==> src/rtl/obi_mem_arbiter.sv <==
// obi_mem_arbiter: 2:1 round-robin OBI arbiter with request lock; an ID FIFO routes in-order responses back to the issuer.
// Zero added latency on request/response paths; s_req_o drops while MAX_OUTST responses are pending. Perf counters: OBI_ARB_PERF_CNT_EN.
module obi_mem_arbiter #(
  parameter int ADDR_W    = 32,
  parameter int DATA_W    = 32,
  parameter int MAX_OUTST = 2,
  parameter int CNT_W     = 32
) (
  input  logic                clk_i,
  input  logic                rst_i,
`ifdef OBI_ARB_PERF_CNT_EN
  output logic [CNT_W-1:0]    perf_gnt0_o,
  output logic [CNT_W-1:0]    perf_gnt1_o,
`endif
  input  logic                m0_req_i,
  output logic                m0_gnt_o,
  input  logic [ADDR_W-1:0]   m0_addr_i,
  input  logic                m0_we_i,
  input  logic [DATA_W/8-1:0] m0_be_i,
  input  logic [DATA_W-1:0]   m0_wdata_i,
  output logic                m0_rvalid_o,
  output logic [DATA_W-1:0]   m0_rdata_o,
  input  logic                m1_req_i,
  output logic                m1_gnt_o,
  input  logic [ADDR_W-1:0]   m1_addr_i,
  input  logic                m1_we_i,
  input  logic [DATA_W/8-1:0] m1_be_i,
  input  logic [DATA_W-1:0]   m1_wdata_i,
  output logic                m1_rvalid_o,
  output logic [DATA_W-1:0]   m1_rdata_o,
  output logic                s_req_o,
  input  logic                s_gnt_i,
  output logic [ADDR_W-1:0]   s_addr_o,
  output logic                s_we_o,
  output logic [DATA_W/8-1:0] s_be_o,
  output logic [DATA_W-1:0]   s_wdata_o,
  input  logic                s_rvalid_i,
  input  logic [DATA_W-1:0]   s_rdata_i
);

  localparam int PTR_W = (MAX_OUTST > 1) ? $clog2(MAX_OUTST) : 1;
  localparam int CNT_FW = $clog2(MAX_OUTST + 1);

  if (MAX_OUTST < 1 || CNT_W < 1) begin : g_param_check
    $error("obi_mem_arbiter: MAX_OUTST and CNT_W must be >= 1");
  end

  logic                 rr_q, rr_d;
  logic                 lock_q, lock_d;
  logic                 lock_id_q, lock_id_d;
  logic [MAX_OUTST-1:0] id_fifo_q, id_fifo_d;
  logic [PTR_W-1:0]     wr_ptr_q, wr_ptr_d;
  logic [PTR_W-1:0]     rd_ptr_q, rd_ptr_d;
  logic [CNT_FW-1:0]    cnt_q, cnt_d;

  logic winner, full, push, pop, head_id, sel_m1;

  function automatic logic [PTR_W-1:0] ptr_inc(input logic [PTR_W-1:0] p);
    return (p == PTR_W'(MAX_OUTST - 1)) ? '0 : p + 1'b1;
  endfunction

  always_comb begin
    if (lock_q) begin
      winner = lock_id_q;
    end else if (m0_req_i ^ m1_req_i) begin
      winner = m1_req_i;
    end else begin
      winner = rr_q;
    end
  end

  // No bypass: a pop in the same cycle does not free a slot for this cycle's request.
  assign full    = (cnt_q == CNT_FW'(MAX_OUTST));
  assign s_req_o = (m0_req_i | m1_req_i) & ~full & ~rst_i;
  assign push    = s_req_o & s_gnt_i;
  assign pop     = s_rvalid_i & (cnt_q != '0) & ~rst_i;
  assign head_id = id_fifo_q[rd_ptr_q];
  assign sel_m1  = winner & ~rst_i;

  assign s_addr_o  = sel_m1 ? m1_addr_i  : m0_addr_i;
  assign s_we_o    = sel_m1 ? m1_we_i    : m0_we_i;
  assign s_be_o    = sel_m1 ? m1_be_i    : m0_be_i;
  assign s_wdata_o = sel_m1 ? m1_wdata_i : m0_wdata_i;

  assign m0_gnt_o    = push & ~winner;
  assign m1_gnt_o    = push & winner;
  assign m0_rvalid_o = pop & ~head_id;
  assign m1_rvalid_o = pop & head_id;
  assign m0_rdata_o  = s_rdata_i;
  assign m1_rdata_o  = s_rdata_i;

  always_comb begin
    rr_d      = rr_q;
    lock_d    = lock_q;
    lock_id_d = lock_id_q;
    id_fifo_d = id_fifo_q;
    wr_ptr_d  = wr_ptr_q;
    rd_ptr_d  = rd_ptr_q;
    cnt_d     = cnt_q;
    if (push) begin
      id_fifo_d[wr_ptr_q] = winner;
      wr_ptr_d            = ptr_inc(wr_ptr_q);
      rr_d                = ~winner;
      lock_d              = 1'b0;
    end else if (s_req_o) begin
      // Stalled: hold this choice until the memory accepts it.
      lock_d    = 1'b1;
      lock_id_d = winner;
    end
    if (pop) begin
      rd_ptr_d = ptr_inc(rd_ptr_q);
    end
    case ({push, pop})
      2'b10:   cnt_d = cnt_q + 1'b1;
      2'b01:   cnt_d = cnt_q - 1'b1;
      default: cnt_d = cnt_q;
    endcase
  end

  always_ff @(posedge clk_i) begin
    if (rst_i) begin
      rr_q      <= 1'b0;
      lock_q    <= 1'b0;
      lock_id_q <= 1'b0;
      id_fifo_q <= '0;
      wr_ptr_q  <= '0;
      rd_ptr_q  <= '0;
      cnt_q     <= '0;
    end else begin
      rr_q      <= rr_d;
      lock_q    <= lock_d;
      lock_id_q <= lock_id_d;
      id_fifo_q <= id_fifo_d;
      wr_ptr_q  <= wr_ptr_d;
      rd_ptr_q  <= rd_ptr_d;
      cnt_q     <= cnt_d;
    end
  end

`ifdef OBI_ARB_PERF_CNT_EN
  logic [CNT_W-1:0] perf_gnt0_q, perf_gnt0_d;
  logic [CNT_W-1:0] perf_gnt1_q, perf_gnt1_d;

  always_comb begin
    perf_gnt0_d = perf_gnt0_q;
    perf_gnt1_d = perf_gnt1_q;
    if (m0_gnt_o && (perf_gnt0_q != '1)) perf_gnt0_d = perf_gnt0_q + 1'b1;
    if (m1_gnt_o && (perf_gnt1_q != '1)) perf_gnt1_d = perf_gnt1_q + 1'b1;
  end

  always_ff @(posedge clk_i) begin
    if (rst_i) begin
      perf_gnt0_q <= '0;
      perf_gnt1_q <= '0;
    end else begin
      perf_gnt0_q <= perf_gnt0_d;
      perf_gnt1_q <= perf_gnt1_d;
    end
  end

  assign perf_gnt0_o = perf_gnt0_q;
  assign perf_gnt1_o = perf_gnt1_q;
`endif

endmodule

==> config.mk <==
export PLATFORM = sky130hd
export DESIGN_NAME = obi_mem_arbiter
export DESIGN_NICKNAME = d
export VERILOG_FILES = /design/src/rtl/obi_mem_arbiter.sv
export SDC_FILE = /design/constraint.sdc
export NUM_CORES = 1
export LEC_CHECK = 0
export BUFFER_PORTS_ARGS = -buffer_cell sky130_fd_sc_hd__buf_2
export CELL_PAD_IN_SITES_DETAIL_PLACEMENT = 0
export CELL_PAD_IN_SITES_GLOBAL_PLACEMENT = 1
export CORE_AREA = 4 4 119 121
export CTS_BUF_LIST = sky130_fd_sc_hd__clkbuf_4
export CTS_CLUSTER_DIAMETER = 200
export DETAILED_ROUTE_END_ITERATION = 7
export DIE_AREA = 0 0 123 125
export PLACE_DENSITY = 0.77
export SLEW_MARGIN = 0
export SYNTH_ARGS = -nofsm -noshare
export SYNTH_HDL_FRONTEND = slang
export SYNTH_SLANG_ARGS = --single-unit
==> constraint.sdc <==
create_clock -name clk_i -period 2.72 [get_ports clk_i]
set_input_delay 0.544 -clock clk_i [delete_from_list [all_inputs] [get_ports clk_i]]
set_output_delay 0.544 -clock clk_i [all_outputs]
set_load 0.02 [all_outputs]
# Yosys cells after proc, flatten, opt, wreduce, memory -nomap -nowiden
# Index checks and enable logic that the tools add are counted.
[totals]
elab_cells = 53
regBits = 9
[op_classes]
mux = 14
n_lt_le_gt_ge = 3
n_eq_ne = 3
bitwise_logic = 17
add_sub_neg = 4
n_reduce_logical = 5
[ops]
columns = ["op", "n"]
rows = [
  ["32-bit 2-to-1 mux", 2],
  ["1-bit bitwise AND", 10],
  ["1-bit 2-to-1 mux", 8],
  ["1-bit inverter", 5],
  ["2-bit equality test (second input constant)", 2],
  ["1-bit by 2-bit less-than comparator with 1-bit output (second input constant)", 2],
  ["4-bit 2-to-1 mux", 1],
  ["2-bit one-hot mux with 2 select lines", 1],
  ["2-bit nonzero test", 2],
  ["1-bit adder (second input constant)", 2],
  ["2-bit by 1-bit adder with 2-bit output (second input constant)", 1],
  ["2-bit bitwise mux", 1],
  ["2-bit by 1-bit equality test with 1-bit output (second input constant)", 1],
  ["2-bit AND reduction", 1],
  ["2-bit OR reduction", 1],
  ["2-bit by 1-bit subtractor with 2-bit output (second input constant)", 1],
  ["1-bit demux with 1-bit select", 1],
  ["1-bit greater-or-equal comparator (second input constant)", 1],
  ["1-bit logical AND", 1],
  ["1-bit OR", 1],
  ["1-bit bitwise XOR", 1],
]

# Depth between registers and ports, before layout
[depth]
ltp_word = 7
ltp_mapped = 9

# Least setup slack after synthesis
# No wires, ideal clock.
[synth_path]
path_type = "input to output"
startpoint = "input m0_req_i"
endpoint = "output s_addr_o[0]"
path_stages = 7
arrival_time_ns = 2.007
required_time_ns = 2.176
setup_slack_ns = 0.169
cell_sequence = "inv_1 > ha_1 > mux2_4 > o211a_1 > buf_6 > buf_12 > mux2_4"
[synth_via]
elab_chain_cells = 5
[synth_lines]
columns = ["element", "line", "source"]
rows = [
  ["start: declaration", "15", "input logic m0_req_i,"],
  ["1-bit bitwise XOR", "65", "end else if (m0_req_i ^ m1_req_i) begin"],
  ["1-bit 2-to-1 mux", "65", ""],
  ["1-bit 2-to-1 mux", "63", "if (lock_q) begin"],
  ["1-bit bitwise AND", "78", "assign sel_m1 = winner & ~rst_i;"],
  ["32-bit 2-to-1 mux", "80", "assign s_addr_o = sel_m1 ? m1_addr_i : m0_addr_i;"],
  ["end: declaration", "33", "output logic [ADDR_W-1:0] s_addr_o,"],
]
# No other way between the ends.

# Worst setup path in the final report
[layout_path]
startpoint = "input m1_req_i"
endpoint = "output s_wdata_o[23]"
[layout_via]
elab_chain_cells = 5
[layout_lines]
columns = ["element", "line", "source"]
rows = [
  ["start: declaration", "23", "input logic m1_req_i,"],
  ["1-bit bitwise XOR", "65", ""],
  ["1-bit 2-to-1 mux (*)", "65", ""],
  ["1-bit 2-to-1 mux (*)", "63", ""],
  ["1-bit bitwise AND (*)", "78", ""],
  ["32-bit 2-to-1 mux (*)", "83", "assign s_wdata_o = sel_m1 ? m1_wdata_i : m0_wdata_i;"],
  ["end: declaration", "36", "output logic [DATA_W-1:0] s_wdata_o,"],
]
# Mark *: on every way between the ends. The rest lies on a longest branch, timed or not.

==> metrics.yaml <==
run_status: "complete, but fails checks"
violations: "setup timing"
layout_min_cycle_time_ps: 2728
dieArea_um2: 15380
wl_per_cell_um: 18.91
critPathArrivalTime_ps: 2180
synthAdderAreaFrac_pct: 1.159
die-height_um: 125
finalWirelength_um: 10060
p_per_area_nw_per_um2: 331.4
viasPerCell: 3.991
crit_required_ps: 2180
n_antenna_cell: 0
num_rows: 42
tightest_slew_ps: 373.5
hpwlAfterDp_um: 8433
cts.path.max_buffers: 2
portBuffers: 217
path_cells: "buf_8, inv_4, ha_4, mux2_4, o211a_4, clkbuf_16, mux2_4, buf_2"
cp-start-kind: "input pin"
synth_compound_area_share_pct: 5.156
die_w_um: 123
ys_warn_count: 0
grt_pass1_vias: 2177
p_leak_nw: 1.766
clock_skew_ps: 0.3448
drtIter0Drc: 71
routed-via-count: 2123
clock_latency_ps: 260
max_cap_violations: 0
multi_input_area_um2: 1341
syn_area_um2: 2160
grt_usage_pct: 10.99
hold_ws_ps: 490.7
seqCellArea_um2: 180.2
fin_crit_sh_pct: 100.3
ant_nets: 0
ys_seq_area_share_pct: 8.343
tns_ps: -31.52
synthCells: 198
synth_cell_types: 32
cpMostUsedCell: "mux2_4"
synthSimpleGateAreaFrac_pct: 4.461
cts_tree: "yes"
worst_slack_ps: -8.495
cts_sinks: 9
fill_cells: 1374
path_buf_inv: 4
htree_levels: 1
rsz0062_at_grt: "true"
grt-ovfl-total: 0
cp_slowest_cell: "o211a_4"
nets: 535
core_um2: 13090
end_kind: "primary output"
syn_nets: 376
hold_class: "flip-flop to flip-flop"
drive_gt1_share_pct: 86.52
dr.pass1.iters: 4
synth-xor-area-share_pct: 1.217
gp_congestion: 0.8668
maxSlewViolCount: 0
numCtsBuffers: 3
path_max_fanout: 12
clock.fmax_mhz: 366.5
antenna_found_initial: 0
synthMuxAreaShare_pct: 49.19
synth_area_per_cell_um2: 10.91
ys_ff_latch: 9
critical-path-max-stage-delay_ps: 310
route.detailed.drc: 0
cts_root_buffer: "clkbuf_4"
maxSlewHeadroom_pct: 74.84
cpLargestDelayFamily: "multiplexers"
grt_max_degree: 31
crit_type: "input pin to primary output"
grt_first_pass_wirelength_um: 13120
synth_top_family_by_area: "multiplexers"
setup_viol: 6
boundaryPins: 314
finalHoldViolations: 0
path_clk_slew_ps: 60
syn_to_final_growth_pct: 55.56
initial_core_util_pct: 16.50
ir_drop_uv: 79.34
cells in the final DEF, fill, tap and decap left out, drive strengths merged:
cell type	n
buf	225
xnor2	1
o21ai	3
mux2	71
nor3	1
nand2	1
and3	1
o41ai	1
inv	6
xor2	2
dfxtp	9
ha	2
or3	1
a21oi	4
nor2b	3
and2	1
o21a	1
nor4	1
a31oi	1
nand4	1
clkbuf	6
o211a	1
or2	1
nor2	5
nand2b	2
a41oi	1
a311oi	2
o311ai	1
a31o	1
sequential cells by signal, indices dropped and copies added (netlist names):
signal / flops
cnt_q: 2
id_fifo_q: 2
lock_id_q: 1
lock_q: 1
rd_ptr_q: 1
rr_q: 1
wr_ptr_q: 1
worst reg2reg max path, stage by stage (launching register included):
cell and delay (ps):
dfxtp_1 410, nand2b_1 270, and3_1 280, inv_1 110
ha_1 320, or3_1 350, a21oi_1 130
per-stage QoR:
step                setup WS [ps]  instance area [µm²]  power [W]  instances  util (%)
floorplan                   168.7                 2160  0.0007630        198         -
global placement           -67.42                 2928  0.0008627        525     22.38
detailed placement         -78.35                 2928  0.0008702        525     22.38
CTS                        0.2729                 3049   0.001020        529     23.30
global route               -47.15                 3359   0.001166        532     25.67
finish                     -8.495                 3359   0.001113        532     25.67
cell families after synthesis:
logic type	count (synthesis)
adders and majority gates	2
muxes	71
buffers and inverters	79
and+or+nand+nor	18
DFF	9
xor gates and xnor gates	3
AOI/OAI and AO/OA	16
synthesized netlist by cell type:
| cell | count | share of area [%] |
|---|---|---|
| buf_4 | 64 | 22 |
| buf_6 | 1 | 0.52 |
| a21oi_1 | 4 | 0.93 |
| xnor2_1 | 1 | 0.41 |
| nand2_1 | 1 | 0.17 |
| o21ai_0 | 3 | 0.70 |
| nor4_1 | 1 | 0.29 |
| and3_1 | 1 | 0.29 |
| clkbuf_1 | 1 | 0.17 |
| mux2_4 | 70 | 49 |
| o41ai_1 | 1 | 0.41 |
| mux2_2 | 1 | 0.52 |
| nor3_1 | 1 | 0.23 |
| a311oi_1 | 2 | 0.81 |
| inv_1 | 6 | 1.0 |
| a31oi_1 | 1 | 0.29 |
| xor2_1 | 2 | 0.81 |
| nor2b_1 | 3 | 0.87 |
| nand4_1 | 1 | 0.29 |
| or3_1 | 1 | 0.29 |
| o311ai_0 | 1 | 0.41 |
| nand2b_1 | 2 | 0.58 |
| o211a_1 | 1 | 0.46 |
| a41oi_1 | 1 | 0.41 |
| buf_12 | 7 | 6.5 |
| and2_1 | 1 | 0.29 |
| or2_2 | 1 | 0.29 |
| o21a_1 | 1 | 0.35 |
| a31o_2 | 1 | 0.41 |
| nor2_1 | 5 | 0.87 |
| dfxtp_1 | 9 | 8.3 |
| ha_1 | 2 | 1.2 |
power breakdown:
| group | switching (W) | internal, W | leakage, nW |
|---|---|---|---|
| Clock | 0.0000476 | 0.0000666 | 0.0184 |
| Combinational | 0.000387 | 0.000461 | 1.67 |
| Sequential | 0.00000943 | 0.000142 | 0.0736 |
cell type report:
| class | count | share of cell area (%) |
|---|---|---|
| tap | 176 | 6.555 |
| clock buffer | 4 | 0.8939 |
| inverter | 6 | 0.7449 |
| sequential | 9 | 5.363 |
| timing repair buffer | 227 | 46.52 |
| multi-input combinational | 110 | 39.93 |
per-layer routing:
metal / global-route usage [%] / part of all wire, % / routed length [µm]
met1: 12.61 / 37 / 3759
met2: 18.82 / 48 / 4808
met4: 1.954 / 0.69 / 69
met5: 0 / 0 / 0
met3: 5.104 / 14 / 1424
worst paths after layout:
kind,slack (ps),cells past startpoint,endpoint,start
max reg2reg,780,6,cnt_q[1],cnt_q[0]
max,-8,8,s_wdata_o[23],m1_req_i
min,490,1,id_fifo_q[1],wr_ptr_q
min reg2reg,490,1,id_fifo_q[1],wr_ptr_q
timing repair:
action                     in CTS  in global routing
setup endpoints to repair      66                 56
gates resized for setup        29                 77
gates cloned                    0                  3
setup buffers                   0                  0
hold buffers                    0                  0
pin swaps                       0                  0
Power figures use the tool's default switching activity.
